File: src/rtl/softmax_ctrl_pkg.sv
// Shared configuration for the softmax row controller: datapath sizing and
// FSM state encodings used by the controller and its testbenches.
package softmax_ctrl_pkg;

  localparam int OUTPUT_BUF_DATASIZE = 16;
  localparam int FIXPOINT_FRAC       = 8;

  typedef enum logic [2:0] {
    ST_IDLE = 3'd0,
    ST_MAX  = 3'd1,
    ST_SUM  = 3'd2,
    ST_LN   = 3'd3,
    ST_NORM = 3'd4,
    ST_FIN  = 3'd5
  } state_t;

endpackage

File: src/rtl/valid_delay_line.sv
// Fixed-depth valid+data delay line; the valid bits are clearable so a stage
// change can flush beats in flight. Data registers carry no reset.
module valid_delay_line #(
  parameter int DEPTH = 1,
  parameter int WIDTH = 8
) (
  input  logic             clk,
  input  logic             rst_n,
  input  logic             i_clr,
  input  logic             i_vld,
  input  logic [WIDTH-1:0] i_data,
  output logic             o_vld,
  output logic [WIDTH-1:0] o_data
);

  generate
    if (DEPTH == 0) begin : g_pass
      assign o_vld  = i_vld;
      assign o_data = i_data;
    end else begin : g_pipe
      logic [DEPTH-1:0] r_vld_p;
      logic [WIDTH-1:0] r_data_p [DEPTH];

      always_ff @(posedge clk) begin
        if (!rst_n || i_clr) begin
          r_vld_p <= '0;
        end else begin
          r_vld_p[0] <= i_vld;
          for (int k = 1; k < DEPTH; k++) r_vld_p[k] <= r_vld_p[k-1];
        end
      end

      always_ff @(posedge clk) begin
        r_data_p[0] <= i_data;
        for (int k = 1; k < DEPTH; k++) r_data_p[k] <= r_data_p[k-1];
      end

      assign o_vld  = r_vld_p[DEPTH-1];
      assign o_data = r_data_p[DEPTH-1];
    end
  endgenerate

endmodule

File: src/rtl/softmax_ctrl.sv
// Softmax row sequencer: max scan, sum-of-exp scan, ln handshake, then a
// normalizing scan whose results are written back through the latency pipe.
module softmax_ctrl
  import softmax_ctrl_pkg::*;
#(
  parameter int ADDR_W  = 8,
  parameter int RD_LAT  = 1,
  parameter int EXP_LAT = 2
) (
  input  logic              clk,
  input  logic              rst_n,
  input  logic              start,
  input  logic [ADDR_W-1:0] row_len,
  output logic              buf_rd_en,
  output logic [ADDR_W-1:0] buf_rd_addr,
  output logic              buf_wr_en,
  output logic [ADDR_W-1:0] buf_wr_addr,
  output logic              is_stage1,
  output logic              is_stage2,
  output logic              is_stage3,
  output logic              is_stage4,
  output logic              acc_clr,
  output logic              acc_en,
  output logic              ln_start,
  input  logic              ln_done,
  output logic              busy,
  output logic              done
);

  // Stage cycle counter needs headroom beyond the address range for drain cycles.
  localparam int              CNT_W    = ADDR_W + 2;
  localparam logic [CNT_W-1:0] SCAN_OFS = CNT_W'(RD_LAT);
  localparam logic [CNT_W-1:0] NORM_OFS = CNT_W'(RD_LAT + EXP_LAT);

  state_t            r_state, w_next;
  logic [ADDR_W-1:0] r_n, r_addr;
  logic [CNT_W-1:0]  r_cyc, w_last;
  logic              w_scan, w_rd, w_chg;
  logic              w_a_vld, w_b_vld;
  logic [ADDR_W-1:0] w_a_addr, w_b_addr;

  assign w_scan = (r_state == ST_MAX) || (r_state == ST_SUM) || (r_state == ST_NORM);
  assign w_rd   = w_scan && (r_addr != r_n);
  assign w_last = CNT_W'(r_n) + ((r_state == ST_NORM) ? NORM_OFS : SCAN_OFS) - CNT_W'(1);

  always_comb begin
    w_next = r_state;
    case (r_state)
      ST_IDLE: if (start) w_next = (row_len != '0) ? ST_MAX : ST_FIN;
      ST_MAX:  if (r_cyc == w_last) w_next = ST_SUM;
      ST_SUM:  if (r_cyc == w_last) w_next = ST_LN;
      // ln_done is not trusted in the ln_start cycle: it may still hold the previous row's result.
      ST_LN:   if ((r_cyc != '0) && ln_done) w_next = ST_NORM;
      ST_NORM: if (r_cyc == w_last) w_next = ST_FIN;
      ST_FIN:  w_next = ST_IDLE;
      default: w_next = ST_IDLE;
    endcase
  end

  assign w_chg = (w_next != r_state);

  always_ff @(posedge clk) begin
    if (!rst_n) begin
      r_state <= ST_IDLE;
      r_cyc   <= '0;
      r_addr  <= '0;
      r_n     <= '0;
    end else begin
      r_state <= w_next;
      if (w_chg) begin
        r_cyc  <= '0;
        r_addr <= '0;
      end else begin
        if (r_state == ST_LN) r_cyc <= CNT_W'(1);
        else if (w_scan)      r_cyc <= r_cyc + CNT_W'(1);
        if (w_rd) r_addr <= r_addr + ADDR_W'(1);
      end
      if ((r_state == ST_IDLE) && start) r_n <= row_len;
    end
  end

  // Read beat -> accumulator timing (RD_LAT), then on to write-back (EXP_LAT).
  valid_delay_line #(.DEPTH(RD_LAT), .WIDTH(ADDR_W)) u_rd_dly (
    .clk    (clk),
    .rst_n  (rst_n),
    .i_clr  (w_chg),
    .i_vld  (w_rd),
    .i_data (buf_rd_addr),
    .o_vld  (w_a_vld),
    .o_data (w_a_addr)
  );

  valid_delay_line #(.DEPTH(EXP_LAT), .WIDTH(ADDR_W)) u_exp_dly (
    .clk    (clk),
    .rst_n  (rst_n),
    .i_clr  (w_chg),
    .i_vld  (w_a_vld),
    .i_data (w_a_addr),
    .o_vld  (w_b_vld),
    .o_data (w_b_addr)
  );

  assign buf_rd_en   = w_rd;
  assign buf_rd_addr = w_rd ? r_addr : '0;
  assign acc_en      = w_a_vld && ((r_state == ST_MAX) || (r_state == ST_SUM));
  assign buf_wr_en   = w_b_vld && (r_state == ST_NORM);
  assign buf_wr_addr = buf_wr_en ? w_b_addr : '0;
  assign is_stage1   = (r_state == ST_MAX);
  assign is_stage2   = (r_state == ST_SUM);
  assign is_stage3   = (r_state == ST_LN);
  assign is_stage4   = (r_state == ST_NORM);
  assign acc_clr     = ((r_state == ST_IDLE) && start && (row_len != '0)) ||
                       ((r_state == ST_MAX) && (w_next == ST_SUM));
  assign ln_start    = (r_state == ST_LN) && (r_cyc == '0);
  assign busy        = (r_state != ST_IDLE);
  assign done        = (r_state == ST_FIN);

endmodule

File: config.mk
export PLATFORM = sky130hd
export DESIGN_NAME = softmax_ctrl
export DESIGN_NICKNAME = d
export VERILOG_FILES = /design/src/rtl/softmax_ctrl_pkg.sv /design/src/rtl/valid_delay_line.sv /design/src/rtl/softmax_ctrl.sv
export SDC_FILE = /design/constraint.sdc
export NUM_CORES = 1
export LEC_CHECK = 0
export CAP_MARGIN = 30
export CORE_AREA = 2 2 88 90
export DETAILED_ROUTE_END_ITERATION = 12
export DIE_AREA = 0 0 90 92
export GPL_TIMING_DRIVEN = 0
export SETUP_SLACK_MARGIN = 0.15
export SYNTH_ARGS = -nofsm -noshare
export SYNTH_HDL_FRONTEND = slang
export SYNTH_SLANG_ARGS = --single-unit
File: constraint.sdc
create_clock -name clk -period 7 [get_ports clk]
set_input_delay 1.05 -clock clk [delete_from_list [all_inputs] [get_ports clk]]
set_output_delay 1.05 -clock clk [all_outputs]
set_load 0.01 [all_outputs]
Word-level counts from Yosys, hierarchy flattened. Memories as Yosys holds them, arrays and structs flattened. Cells that the tools add are included.

Bits in writable memories: 24. Register bits: 32. Output and inout bits: 27. Input port bits: 12. Memories: 2.

Memory list: u_exp_dly.g_pipe.r_data_p (words 2, width 8, read ports 2, clocked after Yosys merged registers in 0, write ports 2, RTL line valid_delay_line.sv:22) `logic [WIDTH-1:0] r_data_p [DEPTH];`; u_rd_dly.g_pipe.r_data_p (words 1, width 8, read ports 1, clocked after Yosys merged registers in 0, write ports 1, RTL line valid_delay_line.sv:22).

Reductions and logical operators: 21. Add/subtract/negate cells: 4. Bitwise gates (word level): 1. Multiplexer cells: 12. Eq/ne operators: 9.

Operators with widths (number): 3-bit 2-to-1 mux (6); 8-bit 2-to-1 mux (2); 3-bit one-hot mux with 5 select lines (1); 10-bit by 1-bit adder with 10-bit output, second input constant (1); 10-bit == test (1); 10-bit logical NOT (1); 10-bit nonzero test (1); 9-bit by 1-bit subtractor with 10-bit output, second input constant (1); 8-bit by 2-bit adder with 9-bit output (1); 3-bit by 2-bit == test with 1-bit output, second input constant (3); 8-bit by 1-bit adder with 8-bit output, second input constant (1); 1-bit logical AND (8); 8-bit != test (1); 8-bit nonzero test (1); 3-bit == test, second input constant (2); 1-bit logical OR (4); 3-bit by 1-bit == test with 1-bit output, second input constant (1); 3-bit logical NOT (1); 3-bit != test (1); 3-bit nonzero test (1); 3-bit OR reduction (1); 1-bit 2-to-1 mux (2); 2-bit 2-to-1 mux (1); 2-bit nonzero test (1); other kinds (3) (3).

Longest topological paths before layout. Gate-level depths: netlist of run 1.

Depth after elaboration: 10. Depth in mapped cells: 11. Mapped depth without buffers: 9.

Hierarchy. A second synthesis of run 1 with hierarchy kept.

Cell total of the unflattened synthesis: 288. Area total of the unflattened synthesis: 2597.5 um^2.

Modules (own cells, without submodules): softmax_ctrl (cells each 250, area an instance 1970.6 um^2, instances 1); valid_delay_line at u_exp_dly (cells each 28, area an instance 437.9 um^2, instances 1); valid_delay_line at u_rd_dly (cells each 10, area an instance 188.9 um^2, instances 1).

Worst setup path before layout of run 1. Ideal clock, no wire load.

Path kind: register to output. Start point: register r_state[2]. End point: output acc_clr. Path slack: 2.992 ns. Arrival time: 2.958 ns. Required time: 5.950 ns. Stages on the path, launching flop included: 10. Path buffers: 1. Cells stage by stage: dfxtp_1 > clkbuf_1 > nor3b_1 > ha_1 > ha_1 > xor2_1 > nor4_1 > o211ai_1 > a311oi_2 > a21o_1.

Cells in the longest elaborated chain, start to end: 10.

RTL lines: start: declaration (RTL line softmax_ctrl.sv:35) `state_t r_state, w_next;`; start signal: assignment (RTL line softmax_ctrl.sv:69) `r_state <= w_next;`; 3-bit == test *; via is_stage4 (RTL line softmax_ctrl.sv:21) `output logic is_stage4,`; 2-bit 2-to-1 mux (RTL line softmax_ctrl.sv:44) `assign w_last = CNT_W'(r_n) + ((r_state == ST_NORM) ? NORM_OFS : SCAN_OFS) - CNT_W'(1);`; 8-bit by 2-bit adder with 9-bit output (RTL line softmax_ctrl.sv:44); 9-bit by 1-bit subtractor with 10-bit output (RTL line softmax_ctrl.sv:44); 10-bit == test (RTL line softmax_ctrl.sv:50, softmax_ctrl.sv:51, softmax_ctrl.sv:54); 3-bit 2-to-1 mux (on tied branches) (RTL line softmax_ctrl.sv:54, softmax_ctrl.sv:50, softmax_ctrl.sv:51); 3-bit one-hot mux with 5 select lines * (RTL line softmax_ctrl.sv:48) `case (r_state)`; 3-bit by 2-bit == test with 1-bit output * (RTL line softmax_ctrl.sv:113) `((r_state == ST_MAX) && (w_next == ST_SUM));`; 1-bit logical AND * (RTL line softmax_ctrl.sv:113); 1-bit logical OR * (RTL line softmax_ctrl.sv:112) `assign acc_clr = ((r_state == ST_IDLE) && start && (row_len != '0)) ||`; end: declaration (RTL line softmax_ctrl.sv:22) `output logic acc_clr,`.

The timed path passes the listed nets; every way through them passes the cells marked *.

Worst setup path after layout of run 1.
Start point: register r_state[2]. End point: output acc_clr.

Cells in the longest elaborated chain, start to end: 10.

RTL lines (RTL line): 3-bit == test (softmax_ctrl.sv:44, softmax_ctrl.sv:48); 2-bit 2-to-1 mux (softmax_ctrl.sv:44); 8-bit by 2-bit adder with 9-bit output (softmax_ctrl.sv:44); 9-bit by 1-bit subtractor with 10-bit output (softmax_ctrl.sv:44); 10-bit == test (softmax_ctrl.sv:50, softmax_ctrl.sv:51, softmax_ctrl.sv:54); 3-bit 2-to-1 mux (on tied branches) (softmax_ctrl.sv:54, softmax_ctrl.sv:50, softmax_ctrl.sv:51); 3-bit one-hot mux with 5 select lines (softmax_ctrl.sv:48); 3-bit by 2-bit == test with 1-bit output (softmax_ctrl.sv:113); 1-bit logical AND (softmax_ctrl.sv:113); 1-bit logical OR * (softmax_ctrl.sv:112).

Mark *: on every way between the ends. The rest lies on a longest branch, timed or not.

==> results of run 1 <==
critical path: cells and delay by family (launching register included):
family / cells / cell delay, ns
compound gates: 3 / 0.89
buf+inv: 2 / 0.85
simple gates: 2 / 0.76
fa+ha+maj: 2 / 0.54
flops: 1 / 0.38
xor+xnor: 1 / 0.14
Yosys cell counts (2+ instances only):
| cell | number | area (um2) |
|---|---|---|
| a21boi_0 | 8 | 60.1 |
| clkbuf_1 | 5 | 18.8 |
| nand4b_1 | 2 | 17.5 |
| buf_6 | 3 | 33.8 |
| xnor2_1 | 7 | 61.3 |
| nand3_1 | 8 | 40.0 |
| and3_1 | 13 | 81.3 |
| nor3_1 | 11 | 55.1 |
| nor2_1 | 18 | 67.6 |
| buf_4 | 2 | 15.0 |
| o211ai_1 | 2 | 15.0 |
| ha_1 | 5 | 62.6 |
| xor2_1 | 26 | 228 |
| o21ai_0 | 2 | 10.0 |
| dfxtp_1 | 56 | 1120 |
| o2111ai_1 | 2 | 17.5 |
| nor3b_1 | 4 | 30.0 |
| a31oi_1 | 2 | 12.5 |
| a21oi_1 | 4 | 20.0 |
| inv_1 | 9 | 33.8 |
| mux2i_1 | 2 | 20.0 |
| buf_2 | 2 | 10.0 |
| and4_1 | 2 | 17.5 |
| nand2_1 | 27 | 101 |
| nor2b_1 | 2 | 12.5 |
| nand4_1 | 4 | 25.0 |
| and2_1 | 13 | 81.3 |
| nor4_1 | 7 | 43.8 |
per-stage QoR:
stage | power, mW | area [um2] | setup WS [ns]
after floorplan | 0.444 | 2470 | 2.99
after global placement | 0.491 | 2980 | 1.71
after detailed placement | 0.493 | 2980 | 2.40
after CTS | 0.676 | 3080 | 2.01
after global routing | 0.706 | 3080 | 1.78
final | 0.667 | 3080 | 2.07
area by class of cell:
type / count / area share
Clock inverter: 3 / 0.00813
Clock buffer: 5 / 0.0224
Buffer: 13 / 0.0268
Timing Repair Buffer: 39 / 0.125
Sequential cell: 56 / 0.364
Tap cell: 102 / 0.0415
Inverter: 10 / 0.0122
Multi-Input combinational cell: 187 / 0.399
layer usage:
layer | vias up | wire length, um | global-route usage
li1 | 1008 | - | -
met1 | 903 | 2430 | 0.166
met2 | 27 | 2540 | 0.224
met3 | 8 | 148 | 0.0271
met4 | 0 | 82 | 0.0449
met5 | - | 0 | 0
kinds of logic (layout without fill, tap and decap cells):
group,after synthesis,in the layout
multiplexers,2,2
adder cells (fa/ha/maj),5,5
XOR/XNOR,33,33
flip-flops,56,56
AND/OR/NAND/NOR,114,114
AO/OA/AOI/OAI,33,33
buffers and inverters,23,70
power by group through the flow:
| stage | clock, mW | combinational (mW) | sequential [mW] |
|---|---|---|---|
| floorplan | 0 | 0.0993 | 0.345 |
| global placement | 0 | 0.144 | 0.348 |
| detailed placement | 0 | 0.145 | 0.348 |
| CTS | 0.189 | 0.146 | 0.341 |
| global route | 0.202 | 0.162 | 0.343 |
| finish | 0.182 | 0.144 | 0.341 |
cell usage in the layout (no fill, tap or decap), drive strengths merged, types with 4 or more instances in the layout:
cell | synthesis | final
nor3 | 11 | 11
buf | 7 | 8
a21oi | 4 | 4
inv | 10 | 12
nor4 | 7 | 7
xor2 | 26 | 26
dfxtp | 56 | 56
xnor2 | 7 | 7
nor2 | 18 | 18
clkdlybuf4s50 | 0 | 38
clkbuf | 6 | 11
and3 | 13 | 13
and2 | 13 | 13
a21boi | 9 | 9
ha | 5 | 5
nand3 | 8 | 8
nor3b | 4 | 4
nand2 | 27 | 27
nand4 | 4 | 4
final timing paths:
path	startpoint	to	slack (ns)	cells after the start
setup / recovery	r_state[2]	acc_clr	2.07	10
hold / removal	u_rd_dly.g_pipe.r_data_p[0][5]	u_exp_dly.g_pipe.r_data_p[0][5]	0.34	0
setup reg to reg	r_state[2]	r_cyc[7]	3.59	11
hold reg to reg	u_rd_dly.g_pipe.r_data_p[0][5]	u_exp_dly.g_pipe.r_data_p[0][5]	0.34	0
state kept, by name, indices dropped and copies added (netlist names):
register / count
u_rd_dly.g_pipe.r_data_p: 8
r_state: 3
r_n: 8
r_cyc: 10
u_exp_dly.g_pipe.r_data_p: 16
r_addr: 8
u_exp_dly.g_pipe.r_vld_p: 2
u_rd_dly.o_vld: 1
==> results by stage, run 1 <==
Run status:
- The run finished with clean final reports.

Synthesis:
- The dominant register cell in the synthesized netlist is dfxtp_1.
- The total of warnings raised by yosys is 0.
- Of the total synthesized cell area, the portion taken by XOR and XNOR cells is 0.117.
- The main combinational cell family by area after synthesis is simple AND/OR/NAND/NOR gates.
- The complex-gate fraction of the synthesized area is 0.106.
- The synthesized netlist contains 46 unique library cells.
- Of all flip-flops after synthesis, the portion carrying an async set or reset was 0.
- When the netlist entered floorplanning its net count stood at 283.
- Each instance of the synthesized netlist takes up on average 9.29 um2.
- Synthesis produced a netlist whose cell count is 266.
- The share of the Yosys chip area taken by registers is 0.454.
- The arithmetic-cell share of the synthesized area counting full adders, half adders and majority gates is 0.0253.
- In this run the cell area of the synthesized design comes to 2470 um2.
- Counting flops with a built-in enable in the synthesized netlist gives 0.
- The synthesized design contains 56 register bits.
- The mux share of post-synthesis cell area is 0.00811.
- Of the total synthesized cell area, the portion taken by AND, OR, NAND and NOR gates is 0.241.

Floorplan:
- The initial cell density of the core is 0.332.
- In this run the count of I/O pins placed on the die edge is 39.
- The floorplan row count is 32.
- After floorplanning, the core was sized to cover 7450 um2.
- The die extent in y is 92 um.
- The die width is 90 um.
- The die area is 8280 um2.

Global route:
- The number of global-route vias before repair is 1847.
- The initial antenna violation count came to 0.
- The pin count of the biggest net entering global routing is 20.
- The global-route wire length before repair is 8890 um.
- The total congestion overflow after global routing is 0.
- The total global-route track usage is 0.131.

Timing:
- Of the available clock period, the critical path in the final layout requires 0.704.
- Setup repair after global routing left no endpoint under its margin.
- The total negative slack for setup checks is 0 ns.
- Timing would allow up to 203 MHz.
- The final count of hold timing violations is 0.
- The transition time at the pin with the least slew margin is 0.558 ns.
- In this run the tightest slew margin relative to its limit is 0.628.
- Setup violations remaining at the end of the flow were counted as 0.
- The final-report max-slew violation count is 0.
- The worst-case hold slack is 0.336 ns.
- The final critical-path required period is 4.93 ns.
- The largest clock skew in the final design is 0.00326 ns.

Setup path:
- The highest fanout seen on the critical path is 10.
- The category of the most critical setup path is flop to primary output.
- The required time at the worst-slack endpoint is 5.95 ns.
- Traced cell by cell, the critical path runs through clkbuf_1, nor3b_1, ha_1, ha_1, xor2_1, nor4_1, o211ai_1, a311oi_2, a21o_1, clkdlybuf4s50_1.
- The worst setup path is captured at a primary output.
- For this run, the slowest stage of the critical path takes 0.54 ns.
- Counting stages on the worst path, the most repeated cell is ha_1.
- Data arrives at the worst endpoint at 3.88 ns.
- The slowest stage of the critical path is the a311oi_2 cell.
- STA classifies the critical path startpoint as a flop.

Clocking:
- For this design, the CTS-stage hold fixing added 0 buffers.
- The cell sitting at the root of the clock tree is a clkbuf_8.
- TritonCTS built the clock tree.
- Post-CTS timing repair inserted 0 buffers for setup.
- Buffers inserted during clock tree synthesis total 5.
- After clock tree synthesis, the clock-pin slew on the worst setup and hold paths is 0.10 ns.
- The clock network latency to the later pin of the worst-skew pair is 0.30 ns.
- In this run, post-CTS repair resized a total of 0 instances.
- The number of sinks on the clock net is 56.
- The count of H-tree levels built during CTS is 2.
- Counting along the longest clock path gives a buffer depth of 2.

Placed design:
- Input and output buffers added on the ports amount to 38.
- Once placement completed, the tool counted placed cells totaling 407.
- The global placer's final weighted congestion is 0.777.
- Once detailed placement completed, the half-perimeter wirelength came to 3910 um.

Power:
- The fraction of power consumed by combinational cells is 0.216.
- Of the total power, the share spent switching nets is 0.299.
- The switching power is 0.199 mW.
- The power per cell area is 217 nW/um2.
- Of the total power, the clock network draws 0.273.
- Across the VDD grid, the largest voltage drop is 81.2 uV.
- Internal power comes to 0.468 mW.
- The share of total power dissipated in sequential elements is 0.511.
- The analysis attributes to cell leakage a power of 1.23 nW.

Route:
- The final wirelength is 5200 um.
- The number of optimization iterations in the first detailed-route pass is 4.
- After detailed routing, the average wire length per cell comes to 12.5 um.
- Detailed routing inserted a total of 1946 vias.
- Dividing the detail-routed via count by the number of cells gives 4.69.
- For this run, design rule violations remaining after detail routing come to 0.
- The detail route stage leaves a number of antenna-violating nets equal to 0.
- For this block, the initial DRC count from the detailed router was 102.

Cells and area:
- The layout net count is 329.
- Once layout is complete, the utilization of the core stands at 0.413.
- In the final layout, the multi-input gates occupy 1230 um2.
- The number of diodes is 0.
- The share of post-route cells with drive strength above 1 is 0.0735.
- The area used by sequential logic in the layout is 1120 um2.
- The finished layout holds 415 standard cells, fillers aside.
- The area growth from synthesis to layout is 24.6%.
- The count of fill cells added during filler insertion is 775.

Run:
- The total of max-cap violations is 0.

Min path:
- The class of the tightest hold or removal check is flop to flop.
Note: power is estimated with default switching activity, not from simulation.
==> inputs of run 2 (changes only) <==
- clock period: 7 -> 4.3 ns (I/O delays scaled with it)
==> run 2 against run 1 <==
Against the previous run: die area stayed put; critical endpoint unchanged; global-route usage is 0.21 points higher; clock skew is 0.0023 ns higher; design area is 2.0% higher; setup slack worse by 1.8 ns; non-clock buffer count is 2 higher; combinational power is 75% higher.
==> results by stage, run 2 (same netlist as run 1, synthesis figures left out) <==
Run status:
- The run finished with clean final reports.

Setup path:
- In this run the critical register-to-register path is captured at r_cyc[7].
- The cell at the slowest stage of the critical path is clkdlybuf4s50_1.
- The number of buffer and inverter stages on the critical path is 2 (unchanged).
- The required time at the worst-slack endpoint is 3.65 ns (-2.30 ns).
- The cell family with the largest share of critical-path delay is compound AO/OA/AOI/OAI gates.
- The signal on the critical path passes through clkbuf_4, nor3b_4, ha_2, ha_2, xor2_1, nor4_2, o211ai_1, a311oi_4, a21o_1, clkdlybuf4s50_1.
- The worst setup path is launched from a flop.
- The data arrival time of the critical path came to 3.36 ns (-0.52 ns).
- The setup slack of the worst register-to-register path is 1.28 ns (-2.31 ns).
- The highest fanout seen on the critical path is 10 (unchanged).
- The number of cells traversed by the worst register-to-register path was 12 (+1).
- The element type at the critical path end is a primary output.
- The worst register-to-register path begins at r_state[2].
- The category of the most critical setup path is flop to primary output.
- The highest cell delay on the worst timing path was 0.53 ns (about the same).
- The cell repeated most along the worst path is ha_2.

Floorplan:
- The number of placed I/O pins is 39 (unchanged).
- The floorplan core area was 7450 um2 (unchanged).
- The initial cell density of the core was 0.332 (unchanged).
- The die extent in y was 92 um (unchanged).
- The floorplan row count came to 32 (unchanged).
- The die width is 90 um (unchanged).
- The die area is 8280 um2 (unchanged).

Power:
- The share of power burned in the clock network came to 0.269 (-0.004).
- The worst vdd rail ir drop is 132 uV (+62%).
- The power per cell area is 352 nW/um2 (+62%).
- The leakage power figure is 1.24 nW (+1.4%).
- The sequential group share of total power is 0.503 (-0.008).
- The cell-internal power came to 0.771 mW (+65%).
- The share of total power consumed by net switching is 0.302 (+0.00318).
- The switching power is 0.333 mW (+67%).
- The fraction of power consumed by combinational cells is 0.228 (+0.012).

Route:
- The remaining design rule violation count came to 0 (unchanged).
- The detailed-routed wire length on met3 is 149 um (+0.68%).
- The highest metal layer with signal wires is met4.
- The violation count after the first detailed-routing iteration is 76 (-25%).
- The wire length on met2 came to 2640 um (+3.9%).
- The count of vias placed by the detailed router is 1952 (+0.31%).
- The wire length per cell is 12.6 um (+0.90%).
- The met1 wire length is 2420 um (-0.21%).
- The final wirelength is 5270 um (+1.4%).
- The average vias per placed instance is 4.68 (-0.17%).
- The antenna violation net count after detailed routing came to 0 (unchanged).
- The number of optimization iterations in the first detailed-route pass is 4 (unchanged).

Global route:
- The total global-route track usage is 0.134 (+0.00210).
- The total congestion overflow after global routing is 0 (unchanged).
- The initial antenna violation count is 0 (unchanged).
- The pin count of the biggest net entering global routing was 20 (unchanged).
- The global-route wire length before repair is 9000 um (+1.2%).
- The number of global-route vias before repair is 1864 (+0.92%).

Timing:
- Setup repair after global routing left no endpoint under its margin.
- The worst-case hold slack came to 0.335 ns (-0.000282 ns).
- The count of endpoints failing setup in the final report is 0 (unchanged).
- The total negative slack for setup checks is 0 ns (unchanged).
- The post-route fraction of the period consumed by the critical path is 0.930.
- The final-report max-slew violation count is 0 (unchanged).
- Static timing analysis puts the maximum clock frequency at 250 MHz.
- The transition time at the pin with the least slew margin is 0.417 ns (-0.141 ns).
- The final critical-path required period is 4.00 ns.
- The largest clock skew in the final design came to 0.00559 ns (+0.00233 ns).
- The final count of hold timing violations was 0 (unchanged).
- The relative max-transition margin came to 0.720 (+0.0926).

Min path:
- The class of the tightest hold or removal check is flop to flop.
- The path with the worst hold slack has its endpoint at u_exp_dly.g_pipe.r_data_p[0][14].
- The number of cells on the worst hold path is 0 (unchanged).
- The startpoint of the lowest-slack hold path is u_exp_dly.g_pipe.r_data_p[0][6].

Cells and area:
- The register with the most flip-flops in the final layout is u_exp_dly.g_pipe.r_data_p.
- The share of post-route cells with drive strength above 1 is 0.102 (+0.0281).
- From synthesis to final layout, the design area changed by 27.0%.
- The number of flip-flops under the largest register name is 16 (unchanged).
- The end-of-flow core utilization is 0.421 (+0.00806).
- The largest registers in the layout are u_exp_dly.g_pipe.r_data_p: 16 flops, r_cyc: 10 flops.
- Leaving out fill and tap cells, the most frequent cell in the layout is dfxtp_1.
- The number of diodes was 0 (unchanged).
- Leaving out fill and tap cells, the most frequent cells in the layout are dfxtp_1 (56), clkdlybuf4s50_1 (38), nand2_1 (27).
- The count of fill cells added during filler insertion is 775 (unchanged).
- The layout net count came to 331 (+0.61%).

Clocking:
- The number of sinks on the clock net is 56 (unchanged).
- The maximum root-to-sink buffer count came to 2 (unchanged).
- The clock-pin slew on the worst setup and hold paths is 0.10 ns (about the same).
- The number of buffers added to fix hold violations after cts is 0 (unchanged).
- The clock root buffer master is clkbuf_8.
- TritonCTS built the clock tree.
- The count of H-tree levels built during CTS came to 2 (unchanged).
- The clock network latency to the later pin of the worst-skew pair is 0.31 ns (about the same).
- The number of clock buffers inserted by TritonCTS came to 5 (unchanged).

Placed design:
- The count of input and output buffers came to 38 (unchanged).
- The global placer's final weighted congestion is 0.777 (unchanged).
- The HPWL reported at the end of detailed placement is 3910 um (unchanged).

Run:
- The total of max-cap violations was 0 (unchanged).
[run 2: how the worst max path moves through the flow]
| stage | start | end | slack, ns | cells after the start |
|---|---|---|---|---|
| detailed placement | r_state[2] | acc_clr | 0.10 | 10 |
| global placement | r_state[2] | acc_clr | -0.58 | 10 |
| floorplan | r_state[2] | acc_clr | 0.70 | 9 |
| finish | r_state[2] | acc_clr | 0.30 | 10 |
| global route | r_state[2] | acc_clr | 0.12 | 10 |
| CTS | r_state[2] | acc_clr | 0.25 | 10 |
[run 2: power by group through the flow]
stage	Clock (mW)	Combinational [mW]	Sequential, mW
CTS	0.307	0.248	0.555
global route	0.328	0.280	0.558
finish	0.297	0.252	0.555
floorplan	0	0.162	0.561
global placement	0	0.234	0.566
detailed placement	0	0.236	0.567
[run 2: stage by stage]
stage	total power [mW]	cells	instance area [um2]	worst slack, ns
final	1.10	417	3140	0.299
after detailed placement	0.803	407	2980	0.101
after global routing	1.17	417	3140	0.123
after CTS	1.11	416	3100	0.246
after global placement	0.800	406	2980	-0.582
after floorplan	0.723	266	2470	0.697
[run 2: timing repair]
item	4_1_cts	5_1_grt
endpoints found under the hold margin	0	0
endpoints found under the setup margin	1	1
buffers inserted	1	1
gates resized for setup	3	9
gates cloned	0	0
pin swaps	1	1
[run 2: area by class of cell]
type                            count  area, um2  area share
Tap cell                          102        128      0.0407
Multi-Input combinational cell    187       1270       0.404
Buffer                             13       87.6      0.0279
Clock buffer                        5       68.8      0.0219
Clock inverter                      3       25.0     0.00798
Timing Repair Buffer               41        400       0.128
Sequential cell                    56       1120       0.357
Inverter                           10       37.5      0.0120
[run 2: per-layer routing]
layer / up-vias / track usage
met4: 0 / 0.0449
met1: 907 / 0.166
met5: - / 0
li1: 1013 / -
met3: 5 / 0.0279
met2: 27 / 0.230
==> inputs of run 3 (changes only) <==
- ABC_AREA: default -> 0
- CORE_AREA: 2 2 88 90 -> 2 2 72 108
- DIE_AREA: 0 0 90 92 -> 0 0 74 110
==> run 3 against run 2 <==
Against the previous run: clock power barely moved; design area fell by 0.84%; clock-buffer cell count stayed put; sequential share of layout area rose by 0.30 points; total power fell by 0.37%; clock skew increased by 0.0095 ns; setup slack gained 0.081 ns; critical endpoint unchanged; largest power group unchanged.
==> results by stage, run 3 (same netlist as run 1, synthesis figures left out) <==
Floorplan:
- The die area was 8140 um2 (-1.7%).
- The initial cell density of the core is 0.344 (+0.0124).
- The die extent in y was 110 um (+20%).
- The floorplan core area is 7180 um2 (-3.6%).
- The number of placed I/O pins is 39 (unchanged).
- The floorplan row count is 38 (+19%).
- The die width is 74 um (-18%).

Setup path:
- The signal on the critical path passes through clkbuf_4, nor3b_2, ha_1, ha_1, xor2_1, nor4_2, o211ai_1, a311oi_4, a21o_1, clkdlybuf4s50_1.
- The worst register-to-register path begins at r_state[2].
- By startpoint and endpoint, the worst setup path is classified as flop to primary output.
- The setup slack of the worst register-to-register path was 1.35 ns (+0.07 ns).
- The element type at the critical path end is a primary output.
- The endpoint identified for the worst register-to-register timing path is r_cyc[2].
- By instance count, the cell type seen most on the critical path is ha_1.
- The number of cells traversed by the worst register-to-register path was 12 (unchanged).
- The highest fanout seen on the critical path is 10 (unchanged).
- The slowest stage of the critical path belongs to the cell clkdlybuf4s50_1.
- The data arrival time of the critical path is 3.27 ns (-0.09 ns).
- The required time at the worst-slack endpoint is 3.65 ns (about the same).
- The highest cell delay on the worst timing path is 0.52 ns (about the same).
- STA classifies the critical path startpoint as a flop.

Global route:
- The initial antenna violation count is 0 (unchanged).
- The total global-route track usage was 0.141 (+0.00707).
- The pin count of the biggest net entering global routing is 20 (unchanged).
- The total congestion overflow after global routing was 0 (unchanged).
- The number of global-route vias before repair came to 1917 (+2.8%).
- The global-route wire length before repair is 8880 um (-1.3%).

Route:
- The wire length per cell is 12.4 um (-2.0%).
- The antenna violation net count after detailed routing is 0 (unchanged).
- The final wirelength came to 5130 um (-2.7%).
- The average vias per placed instance is 4.66 (-0.46%).
- The count of vias placed by the detailed router is 1929 (-1.2%).
- The wire length on met2 is 2810 um (+6.3%).
- The remaining design rule violation count is 0 (unchanged).
- The number of optimization iterations in the first detailed-route pass was 4 (unchanged).
- The met1 wire length is 2080 um (-14%).
- The detailed-routed wire length on met3 is 132 um (-11%).
- The highest metal layer with signal wires is met4.
- The violation count after the first detailed-routing iteration is 60 (-21%).

Clocking:
- The count of H-tree levels built during CTS is 2 (unchanged).
- The clock-pin slew on the worst setup and hold paths is 0.11 ns (about the same).
- The clock network latency to the later pin of the worst-skew pair was 0.32 ns (about the same).
- The number of sinks on the clock net is 56 (unchanged).
- TritonCTS built the clock tree.
- In this run the clock root is driven by a clkbuf_8.
- The number of clock buffers inserted by TritonCTS is 5 (unchanged).
- The maximum root-to-sink buffer count is 2 (unchanged).

Placed design:
- The number of placed cells counting well taps came to 405 (-0.49%).
- The global placer's final weighted congestion is 0.790 (+1.6%).
- The count of input and output buffers is 38 (unchanged).
- The placement-stage cell area is 2980 um2 (about the same).
- The HPWL reported at the end of detailed placement is 3910 um (about the same).

Cells and area:
- Leaving out fill and tap cells, the most frequent cell in the layout is dfxtp_1.
- The layout net count is 330 (-0.30%).
- The number of flip-flops under the largest register name was 16 (unchanged).
- The share of post-route cells with drive strength above 1 is 0.0892 (-0.0124).
- The number of diodes is 0 (unchanged).
- The non-filler instance count after layout was 414 (-0.72%).
- In the layout the commonest cells are dfxtp_1 (56), clkdlybuf4s50_1 (38), nand2_1 (27).
- The largest register by flop count is u_exp_dly.g_pipe.r_data_p.
- The final standard cell area without fillers is 3110 um2 (-0.84%).
- The count of fill cells added during filler insertion is 702 (-9.4%).
- Relative to the synthesized area, the layout overhead comes to 25.9%.
- The largest registers in the layout are u_exp_dly.g_pipe.r_data_p: 16 flops, r_cyc: 10 flops.

Min path:
- The startpoint of the lowest-slack hold path is u_exp_dly.g_pipe.r_data_p[0][6].
- The class of the tightest hold or removal check is flop to flop.
- The number of cells on the worst hold path is 0 (unchanged).
- The path with the worst hold slack has its endpoint at u_exp_dly.g_pipe.r_data_p[0][14].

Timing:
- The largest clock skew in the final design is 0.0151 ns (+0.00947 ns).
- The worst-case hold slack is 0.335 ns (-0.000289 ns).
- The final-report max-slew violation count is 0 (unchanged).
- The final critical-path required period is 3.92 ns (-0.0814 ns).
- The transition time at the pin with the least slew margin is 0.424 ns (+0.00752 ns).
- The count of endpoints failing setup in the final report is 0 (unchanged).
- Setup repair after global routing left no endpoint under its margin.
- The relative max-transition margin came to 0.714 (-0.00599).
- The fmax came to 255 MHz (+2.1%).
- The final count of hold timing violations is 0 (unchanged).
- The total negative slack for setup checks is 0 ns (unchanged).
- The post-route fraction of the period consumed by the critical path is 0.912 (-0.0189).

Run status:
- The flow ran to the end, and the final reports show no timing, DRC or antenna violations.

Power:
- The power per cell area is 354 nW/um2 (+0.47%).
- The share of power burned in the clock network came to 0.271 (+0.002).
- The share of total power consumed by net switching is 0.301 (-0.000981).
- The sequential group share of total power came to 0.504 (about the same).
- The cell-internal power is 0.769 mW (-0.23%).
- The switching power is 0.331 mW (-0.70%).
- The worst vdd rail ir drop is 180 uV (+36%).
- The fraction of power consumed by combinational cells is 0.225 (-0.003).
- The leakage power figure is 1.24 nW (about the same).
- The overall power was 1.10 mW (-0.37%).

Run:
- The total of max-cap violations is 0 (unchanged).
run 3: changes by cell type in the layout (fill, tap and decap cells not counted), sizes merged:
cell      before  now
clkinvlp       1    2
inv           12   11
buf           10    9
run 3: power by group through the flow:
stage	sequential [mW]	combinational, mW	clock (mW)
after detailed placement	0.566	0.237	0
final	0.554	0.248	0.298
after global placement	0.566	0.236	0
after global routing	0.558	0.275	0.328
after floorplan	0.561	0.162	0
after CTS	0.554	0.249	0.310
run 3: how the worst max path moves through the flow:
stage / start / end / slack (ns) / cells past startpoint
3_3_place_gp: r_state[2] / acc_clr / -0.57 / 10
3_5_place_dp: r_state[2] / acc_clr / 0.20 / 10
5_1_grt: r_state[2] / acc_clr / 0.18 / 10
4_1_cts: r_state[2] / acc_clr / 0.18 / 10
6_report: r_state[2] / acc_clr / 0.38 / 10
2_1_floorplan: r_state[2] / acc_clr / 0.70 / 9
run 3: stage by stage:
stage	util	setup slack, ns
finish	0.433	0.381
global route	0.433	0.177
CTS	0.431	0.180
detailed placement	0.415	0.195
global placement	0.414	-0.570
floorplan	-	0.697
run 3: cell type report:
type | instances | area (um2) | share of cell area
buffer | 13 | 87.6 | 0.0282
clock buffer | 5 | 68.8 | 0.0221
timing repair buffer | 40 | 393 | 0.126
tap | 100 | 125 | 0.0402
multi-input combinational | 187 | 1250 | 0.402
clock inverter | 3 | 26.3 | 0.00845
inverter | 10 | 37.5 | 0.0121
sequential | 56 | 1120 | 0.360
run 3: repair_timing:
item,CTS,global route
setup buffers,1,0
resized for setup,2,6
pin swaps,1,1
hold buffers,0,0
endpoints found under the setup margin,1,1
run 3: per-layer routing:
layer / up-vias / track usage
met5: - / 0
met3: 9 / 0.0245
met2: 31 / 0.260
li1: 1011 / -
met1: 878 / 0.155
met4: 0 / 0.0558
run 3: worst max-delay path, delay by kind of cell, from the launching register on:
kind / cells / cell delay, ns
AO/OA/AOI/OAI: 3 / 0.68
XOR/XNOR: 1 / 0.15
AND/OR/NAND/NOR: 2 / 0.50
flip-flops: 1 / 0.39
adder cells (fa/ha/maj): 2 / 0.50
buffers and inverters: 2 / 0.73
